`config.mk`:
```
export PLATFORM = sky130hd
export DESIGN_NAME = wb_irq_ctrl_flat
export DESIGN_NICKNAME = d
export VERILOG_FILES = /design/src/rtl/wb_irq_ctrl_if.sv /design/src/rtl/wb_irq_ctrl.sv /design/src/flat_wrapper.sv
export SDC_FILE = /design/constraint.sdc
export NUM_CORES = 1
export LEC_CHECK = 0
export CAP_MARGIN = 20
export CORE_MARGIN = 2
export CORE_UTILIZATION = 39
export CTS_CLUSTER_SIZE = 25
export DETAILED_ROUTE_END_ITERATION = 8
export PLACE_DENSITY = 0.92
export SLEW_MARGIN = 20
export SYNTH_ARGS = -nofsm -noshare
export SYNTH_HDL_FRONTEND = slang
export SYNTH_SLANG_ARGS = --single-unit
```
`constraint.sdc`:
```
create_clock -name i_clk -period 2.2 [get_ports i_clk]
set_clock_uncertainty 0.2 [all_clocks]
set_input_delay 0.33 -clock i_clk [delete_from_list [all_inputs] [get_ports i_clk]]
set_output_delay 0.33 -clock i_clk [all_outputs]
set_load 0.005 [all_outputs]
```
`src/rtl/wb_irq_ctrl_if.sv`:
```
// Wishbone slave bundle carrying the register-bank accesses of wb_irq_ctrl.
interface wb_irq_ctrl_if;
    logic        i_wb_stb;
    logic        i_wb_cyc;
    logic        i_wb_we;
    logic [31:0] i_wb_addr;
    logic [31:0] i_wb_data;
    logic [3:0]  i_wb_sel;
    logic [2:0]  i_wb_cti;
    logic        o_wb_ack;
    logic        o_wb_err;
    logic [31:0] o_wb_data;

    modport slave (
        input  i_wb_stb, i_wb_cyc, i_wb_we, i_wb_addr, i_wb_data, i_wb_sel, i_wb_cti,
        output o_wb_ack, o_wb_err, o_wb_data
    );

    modport master (
        output i_wb_stb, i_wb_cyc, i_wb_we, i_wb_addr, i_wb_data, i_wb_sel, i_wb_cti,
        input  o_wb_ack, o_wb_err, o_wb_data
    );
endinterface

```
`src/rtl/wb_irq_ctrl.sv`:
```
// Claim/complete interrupt controller with per-source level or rising-edge triggering,
// lowest-index priority and a Wishbone register bank (PENDING, ENABLE, CLAIM, EDGE).
module wb_irq_ctrl #(
    parameter int unsigned WB_REGISTERED = 0,
    parameter int unsigned NUM_SRC       = 8
) (
    input  logic               i_clk,
    input  logic               i_rst,
    wb_irq_ctrl_if.slave       wb,
    input  logic [NUM_SRC-1:0] i_irq,
    output logic               o_ext_int
);
    localparam logic [1:0] REG_PENDING = 2'd0;
    localparam logic [1:0] REG_ENABLE  = 2'd1;
    localparam logic [1:0] REG_CLAIM   = 2'd2;
    localparam logic [1:0] REG_EDGE    = 2'd3;

    logic [NUM_SRC-1:0] pending_q, pending_d;
    logic [NUM_SRC-1:0] enable_q, enable_d;
    logic [NUM_SRC-1:0] inservice_q, inservice_d;
    logic [NUM_SRC-1:0] edge_q, edge_d;
    logic [NUM_SRC-1:0] irq_prev_q;
    logic               ext_int_q;
    logic               ack_q, err_q;
    logic [31:0]        data_q;

    logic [1:0]         reg_sel;
    logic               wb_error, accept, do_read, do_write;
    logic               reg_start;
    logic [NUM_SRC-1:0] set_vec, active, claim_hot, complete_hot;
    logic [31:0]        claim_id, rdata;

    assign reg_sel  = wb.i_wb_addr[3:2];
    assign wb_error = wb.i_wb_stb &&
                      (wb.i_wb_addr[1:0] != 2'b00 || (wb.i_wb_we && reg_sel == REG_PENDING));

    // Registered mode starts a response only when the previous cycle carried none.
    assign reg_start = wb.i_wb_stb && !ack_q && !err_q;
    assign accept    = (WB_REGISTERED != 0) ? (reg_start && !wb_error)
                                            : (wb.i_wb_stb && !wb_error && !i_rst);
    assign do_read   = accept && !wb.i_wb_we;
    assign do_write  = accept && wb.i_wb_we;

    // Level sources request while high; edge sources only on a 0->1 transition.
    assign set_vec = ~inservice_q & i_irq & (~edge_q | ~irq_prev_q);
    assign active  = pending_q & enable_q;

    always_comb begin
        claim_id  = '0;
        claim_hot = '0;
        for (int i = NUM_SRC - 1; i >= 0; i--) begin
            if (active[i]) begin
                claim_id     = 32'(i + 1);
                claim_hot    = '0;
                claim_hot[i] = 1'b1;
            end
        end
    end

    always_comb begin
        complete_hot = '0;
        for (int i = 0; i < NUM_SRC; i++) begin
            complete_hot[i] = (wb.i_wb_data == 32'(i + 1));
        end
    end

    always_comb begin
        rdata = '0;
        unique case (reg_sel)
            REG_PENDING: rdata = 32'(pending_q);
            REG_ENABLE:  rdata = 32'(enable_q);
            REG_CLAIM:   rdata = claim_id;
            REG_EDGE:    rdata = 32'(edge_q);
            default:     rdata = '0;
        endcase
    end

    always_comb begin
        pending_d   = pending_q | set_vec;
        inservice_d = inservice_q;
        enable_d    = enable_q;
        edge_d      = edge_q;
        // Claim wins over a same-cycle set: the source is in service from now on.
        if (do_read && reg_sel == REG_CLAIM) begin
            pending_d   = pending_d & ~claim_hot;
            inservice_d = inservice_q | claim_hot;
        end
        if (do_write) begin
            case (reg_sel)
                REG_ENABLE: enable_d    = wb.i_wb_data[NUM_SRC-1:0];
                REG_CLAIM:  inservice_d = inservice_q & ~complete_hot;
                REG_EDGE:   edge_d      = wb.i_wb_data[NUM_SRC-1:0];
                default:    ;
            endcase
        end
    end

    always_ff @(posedge i_clk) begin
        if (i_rst) begin
            pending_q   <= '0;
            enable_q    <= '0;
            inservice_q <= '0;
            edge_q      <= '0;
            irq_prev_q  <= '0;
            ext_int_q   <= 1'b0;
            ack_q       <= 1'b0;
            err_q       <= 1'b0;
            data_q      <= '0;
        end else begin
            pending_q   <= pending_d;
            enable_q    <= enable_d;
            inservice_q <= inservice_d;
            edge_q      <= edge_d;
            irq_prev_q  <= i_irq;
            ext_int_q   <= |active;
            ack_q       <= reg_start && !wb_error;
            err_q       <= reg_start && wb_error;
            data_q      <= do_read ? rdata : '0;
        end
    end

    assign o_ext_int    = ext_int_q;
    assign wb.o_wb_ack  = (WB_REGISTERED != 0) ? ack_q  : (wb.i_wb_stb && !wb_error && !i_rst);
    assign wb.o_wb_err  = (WB_REGISTERED != 0) ? err_q  : (wb_error && !i_rst);
    assign wb.o_wb_data = (WB_REGISTERED != 0) ? data_q : rdata;

    logic unused_wb;
    assign unused_wb = ^{wb.i_wb_cyc, wb.i_wb_sel, wb.i_wb_cti, wb.i_wb_addr[31:4]};
endmodule
```
`src/flat_wrapper.sv`:
```
// flat-port wrapper written by rule: the top's interface ports become plain ports
module wb_irq_ctrl_flat 
#(
    parameter int unsigned WB_REGISTERED = 0,
    parameter int unsigned NUM_SRC       = 8
)
  (i_clk, i_rst, i_irq, o_ext_int, wb_i_wb_stb, wb_i_wb_cyc, wb_i_wb_we, wb_i_wb_addr, wb_i_wb_data, wb_i_wb_sel, wb_i_wb_cti, wb_o_wb_ack, wb_o_wb_err, wb_o_wb_data);
  wb_irq_ctrl_if wb_i ();
  input  logic i_clk;
  input  logic i_rst;
  input  logic [NUM_SRC-1:0] i_irq;
  output logic o_ext_int;
  input wire logic [$bits(wb_i.i_wb_stb)-1:0] wb_i_wb_stb;
  input wire logic [$bits(wb_i.i_wb_cyc)-1:0] wb_i_wb_cyc;
  input wire logic [$bits(wb_i.i_wb_we)-1:0] wb_i_wb_we;
  input wire logic [$bits(wb_i.i_wb_addr)-1:0] wb_i_wb_addr;
  input wire logic [$bits(wb_i.i_wb_data)-1:0] wb_i_wb_data;
  input wire logic [$bits(wb_i.i_wb_sel)-1:0] wb_i_wb_sel;
  input wire logic [$bits(wb_i.i_wb_cti)-1:0] wb_i_wb_cti;
  output wire logic [$bits(wb_i.o_wb_ack)-1:0] wb_o_wb_ack;
  output wire logic [$bits(wb_i.o_wb_err)-1:0] wb_o_wb_err;
  output wire logic [$bits(wb_i.o_wb_data)-1:0] wb_o_wb_data;
  assign wb_i.i_wb_stb = wb_i_wb_stb;
  assign wb_i.i_wb_cyc = wb_i_wb_cyc;
  assign wb_i.i_wb_we = wb_i_wb_we;
  assign wb_i.i_wb_addr = wb_i_wb_addr;
  assign wb_i.i_wb_data = wb_i_wb_data;
  assign wb_i.i_wb_sel = wb_i_wb_sel;
  assign wb_i.i_wb_cti = wb_i_wb_cti;
  assign wb_o_wb_ack = wb_i.o_wb_ack;
  assign wb_o_wb_err = wb_i.o_wb_err;
  assign wb_o_wb_data = wb_i.o_wb_data;
  wb_irq_ctrl #(.WB_REGISTERED(WB_REGISTERED), .NUM_SRC(NUM_SRC)) u_core (.i_clk(i_clk), .i_rst(i_rst), .wb(wb_i), .i_irq(i_irq), .o_ext_int(o_ext_int));
endmodule
```
* After elaboration in Yosys (flattened, before gate mapping) *
Index checks and enable logic that the tools add are counted.

word-level totals
  memories = 0
  memory bits (writable) = 0
  register bits after elaboration = 41
  memory bits (read-only) = 0
  logic and storage cells = 68
  input bits = 84
  output and inout port bits = 35
  bits in latches = 0

cells by class
  order comparisons = 0
  eq/ne operators = 11
  add/sub/neg operators = 0
  shift-type cells = 0
  mux-type cells = 21
  reductions and logical operators = 17
  $mul = 0
  divide/modulo/power cells = 0
  bitwise operators = 13

operators by type and width
  kind                                             number
  == test 32 x 3 -> 1 bit (second input constant)  4
  one-hot mux 32 bit (4 select lines)              1
  2-to-1 mux 8 bit                                 12
  == test 32 x 2 -> 1 bit (second input constant)  2
  bitwise AND 8 bit                                5
  inverter 8 bit                                   5
  == test 32 x 1 -> 1 bit (second input constant)  1
  == test 32 x 4 -> 1 bit (second input constant)  1
  2-to-1 mux 4 bit                                 8
  OR 8 bit                                         3
  logical AND 1 bit                                8
  OR reduction 8 bit                               1
  == test 2 bit (second input constant)            2
  AND reduction 2 bit                              2
  zero test 1 bit                                  3
  == test 2 x 1 -> 1 bit (second input constant)   1
  zero test 2 bit                                  1
  nonzero test 2 bit                               1
  logical OR 1 bit                                 1

* Longest topological paths before layout *
  depth in word-level cells = 13
  mapped depth = 7
  gate-level depth less buffers = 5

* Least setup slack after synthesis *
Ideal clock, no wire load.

  path kind = reg2out
  start point = reg u_core.pending_q[5]
  end point = out wb_o_wb_data[0]
  required time = 1.670 ns
  cell stages (with the launch flop) = 6
  arrival time = 1.254 ns
  setup slack = 0.416 ns
  path buffers = 0
  cells stage by stage = dfxtp_1 -> nand2_1 -> a32o_1 -> a21oi_1 -> or3b_2 -> a31oi_1

between the ends
  longest elaborated chain between the ends = 8

ends and longest elaborated chain
  item                                 line                RTL
  start: declaration                   wb_irq_ctrl.sv:18   logic [NUM_SRC-1:0] pending_q, pending_d;
  start signal: assignment             wb_irq_ctrl.sv:110  pending_q <= pending_d;
  bitwise AND 8 bit                    wb_irq_ctrl.sv:46   assign active = pending_q & enable_q;
  2-to-1 mux 4 bit (6 in a row)        wb_irq_ctrl.sv:52   if (active[i]) begin
  one-hot mux 32 bit (4 select lines)  wb_irq_ctrl.sv:69   unique case (reg_sel)
  end: declaration                     flat_wrapper.sv:22  output wire logic [$bits(wb_i.o_wb_data)-1:0] wb_o_wb_data;

No other way between the ends. The select of a mux whose other input is x is not followed.

* Final worst setup path *
  start point = reg u_core.enable_q[2]
  end point = out wb_o_wb_data[3]

between the ends
  longest elaborated chain between the ends = 5

ends and longest elaborated chain
  item                                 line                RTL
  start: declaration                   wb_irq_ctrl.sv:19   logic [NUM_SRC-1:0] enable_q, enable_d;
  start signal: assignment             wb_irq_ctrl.sv:111  enable_q <= enable_d;
  bitwise AND 8 bit                    wb_irq_ctrl.sv:46
  2-to-1 mux 4 bit (3 in a row)        wb_irq_ctrl.sv:52
  one-hot mux 32 bit (4 select lines)  wb_irq_ctrl.sv:69

No other way between the ends. The select of a mux whose other input is x is not followed.

==> impl_metrics.ini <==
[outcome]
outcome = completed

[min_path]
hold_path_class = register to register
hold_depth = 1
hold_path_end = u_core.inservice_q[7]
min_from = u_core.inservice_q[7]

[floorplanning]
fp-row-count = 27
core_mm2 = 0.005439
die_y_um = 78.61
ios = 119
die_w_um = 78.61
die_area_mm2 = 0.006179
initial_core_util = 0.3991

[route]
wl_per_cell_um = 16.12
drc = 0
drt-total-wl_um = 7223
drt_iter0_drc = 223
drtPass1Iterations = 4
vias = 2376
ant_nets = 0
vias_per_cell = 5.304

[worst_setup_path]
timing.rr.end = u_core.pending_q[7]
critPathLaunchType = register
arrival_ps = 1660
crit_path_cell_trace = buf_4 -> a22oi_2 -> nand3_2 -> nor4_4 -> o32a_1 -> buf_2
cp.required_ps = 1670
end_kind = output port
crit_family = compound AO/OA/AOI/OAI gates
crit_type = register to output port
critical-path-slowest-cell = dfxtp_2
r2r-start = u_core.enable_q[2]
reg2regPathDepth = 8
path_buf_inv = 2
slowest_delay_ps = 330
cp_max_fo = 3
r2r_slack_ps = 60

[yosys]
syn_area_per_cell_um2 = 8.254
synth_seq_area_share = 0.3781
synthCells = 263
synth.distinct_cells = 43
async_flop_share = 0
synth_edf_count = 0
ys_ff_latch = 41
synthFlopType = dfxtp_1
yosys_warnings = 0
synth.cell_area_mm2 = 0.002171

[cells_and_area]
drive_gt1_frac = 0.2447
syn_to_final_growth_pct = 52.39
layout_common_cells = buf_4 (52), clkdlybuf4s50_1 (47), dfxtp_1 (39), nand2_1 (28), nor2_1 (25)
antennaDiodeCount = 0
post-route-util = 0.6082
final_common_cell = buf_4
final_nets = 459
design_area_mm2 = 0.003308

[global_route]
grt_pass1_wl_um = 11560
grt_antenna_before_repair = 0
track_usage = 0.2410
grt_pass1_vias = 2384
overflow = 0
grt_max_degree = 38

[place]
hpwlAfterDp_um = 4798
port_buffers = 58
dpl_cell_area_mm2 = 0.003083
place_congestion = 1.009

[sta]
final_hold_viol_count = 0
period_needed_ps = 2192
hold-worst-slack_ps = 297.0
drv_slew = 0
max_freq_mhz = 456.2
fin_crit_sh = 0.9964
rsz0062_at_grt = true
finalSetupTns_ps = 0
setup_violations = 0

[clocking]
htree_levels = 2
cts_root_buf = clkbuf_8
clock_sinks = 41
numCtsBuffers = 5
clockBufferDepth = 2
cts.reportedPaths.clkPinSlew_ps = 80
holdBufCountCts = 0
cts_tree = built
clock_latency_ps = 300

[pwr]
ir_drop_v = 0.0002840
leakage_uw = 0.001417
power_density_mw_per_mm2 = 463.2
finalPower_uw = 1532

[run]
maxCapViolations = 0
[metrics by stage]
stage               setup slack, ps  instances
floorplan                     416.4        286
global placement             -385.9        430
detailed placement           -481.8        430
CTS                          -170.9        448
global route                 -58.52        448
finish                        7.826        448
[layer usage]
layer	track usage	vias to the layer above	wire length, um
met4	0.1070	0	312
met3	0.06897	28	538
li1	-	1109	-
met5	0	-	0
met2	0.3966	120	3501
met1	0.2910	1119	2870
[flip-flops by register name (all words and copies together), names as in the netlist]
| name | cells |
|---|---|
| u_core.edge_q | 8 |
| u_core.pending_q | 8 |
| u_core.o_ext_int | 1 |
| u_core.irq_prev_q | 8 |
| u_core.inservice_q | 8 |
| u_core.enable_q | 8 |
[worst max path at each step]
stage                             start               to  slack, ps  depth (start not counted)
CTS                 u_core.pending_q[5]  wb_o_wb_data[0]       -170                          6
global route         u_core.enable_q[2]  wb_o_wb_data[3]        -60                          6
detailed placement      wb_i_wb_addr[2]  wb_o_wb_data[4]       -480                          6
floorplan           u_core.pending_q[5]  wb_o_wb_data[0]        420                          5
finish               u_core.enable_q[2]  wb_o_wb_data[3]          8                          6
global placement        wb_i_wb_addr[2]      wb_o_wb_ack       -390                          6
[cells in the mapped netlist, types with 2 or more instances]
master / number / area (um^2)
mux2i_1: 19 / 190.2
nor3_1: 12 / 60.06
a31oi_1: 9 / 56.30
dfxtp_1: 41 / 820.8
nor4_1: 10 / 62.56
a211o_1: 2 / 17.52
buf_4: 24 / 180.2
a311oi_1: 2 / 17.52
nand4_1: 3 / 18.77
inv_1: 10 / 37.54
o21ai_0: 11 / 55.05
a21oi_1: 6 / 30.03
nand2b_1: 3 / 18.77
nor2b_1: 11 / 68.82
nand3_1: 5 / 25.02
a41oi_1: 3 / 26.28
clkbuf_1: 6 / 22.52
a211oi_1: 6 / 45.04
nor2_1: 26 / 97.59
nand2_1: 31 / 116.4
[cell type report]
class                      count  area (um^2)
clock buffer                   8        80.08
fill                         445         2131
inverter                      10        37.54
multi-input combinational    202         1264
sequential                    41        823.3
tap                           72        90.09
timing repair buffer         115         1013
[worst register-to-register path, cell delays in order, from the launching register on]
cell	delay (ps)
dfxtp_2	330
buf_4	140
a22oi_2	210
nand3_2	180
buf_4	180
buf_4	130
nor3_1	280
nor3b_2	280
nor3_1	80
[power by group]
| group | internal (uW) | total [uW] | leakage [uW] | switching (uW) |
|---|---|---|---|---|
| sequential | 762 | 774 | 0.000336 | 12.0 |
| combinational | 157 | 279 | 0.00104 | 121 |
| clock | 225 | 480 | 0.0000395 | 255 |
[cell families (layout without fill, tap and decap cells)]
logic type	after synthesis	count (layout)	share of synthesized area
and+or+nand+nor	112	112	0.2651
AOI/OAI and AO/OA	47	47	0.1476
buffers and inverters	43	133	0.1199
DFF	41	41	0.3781
muxes	19	19	0.08761
other	1	24	0.001727
[timing repair]
| item | 4_1_cts | 5_1_grt |
|---|---|---|
| buffers inserted | 9 | 0 |
| gates resized for setup | 31 | 19 |
| pin swaps | 5 | 3 |
| gates cloned | 1 | 0 |
| setup endpoints to repair | 10 | 5 |
(Power assumes the default switching activity.)
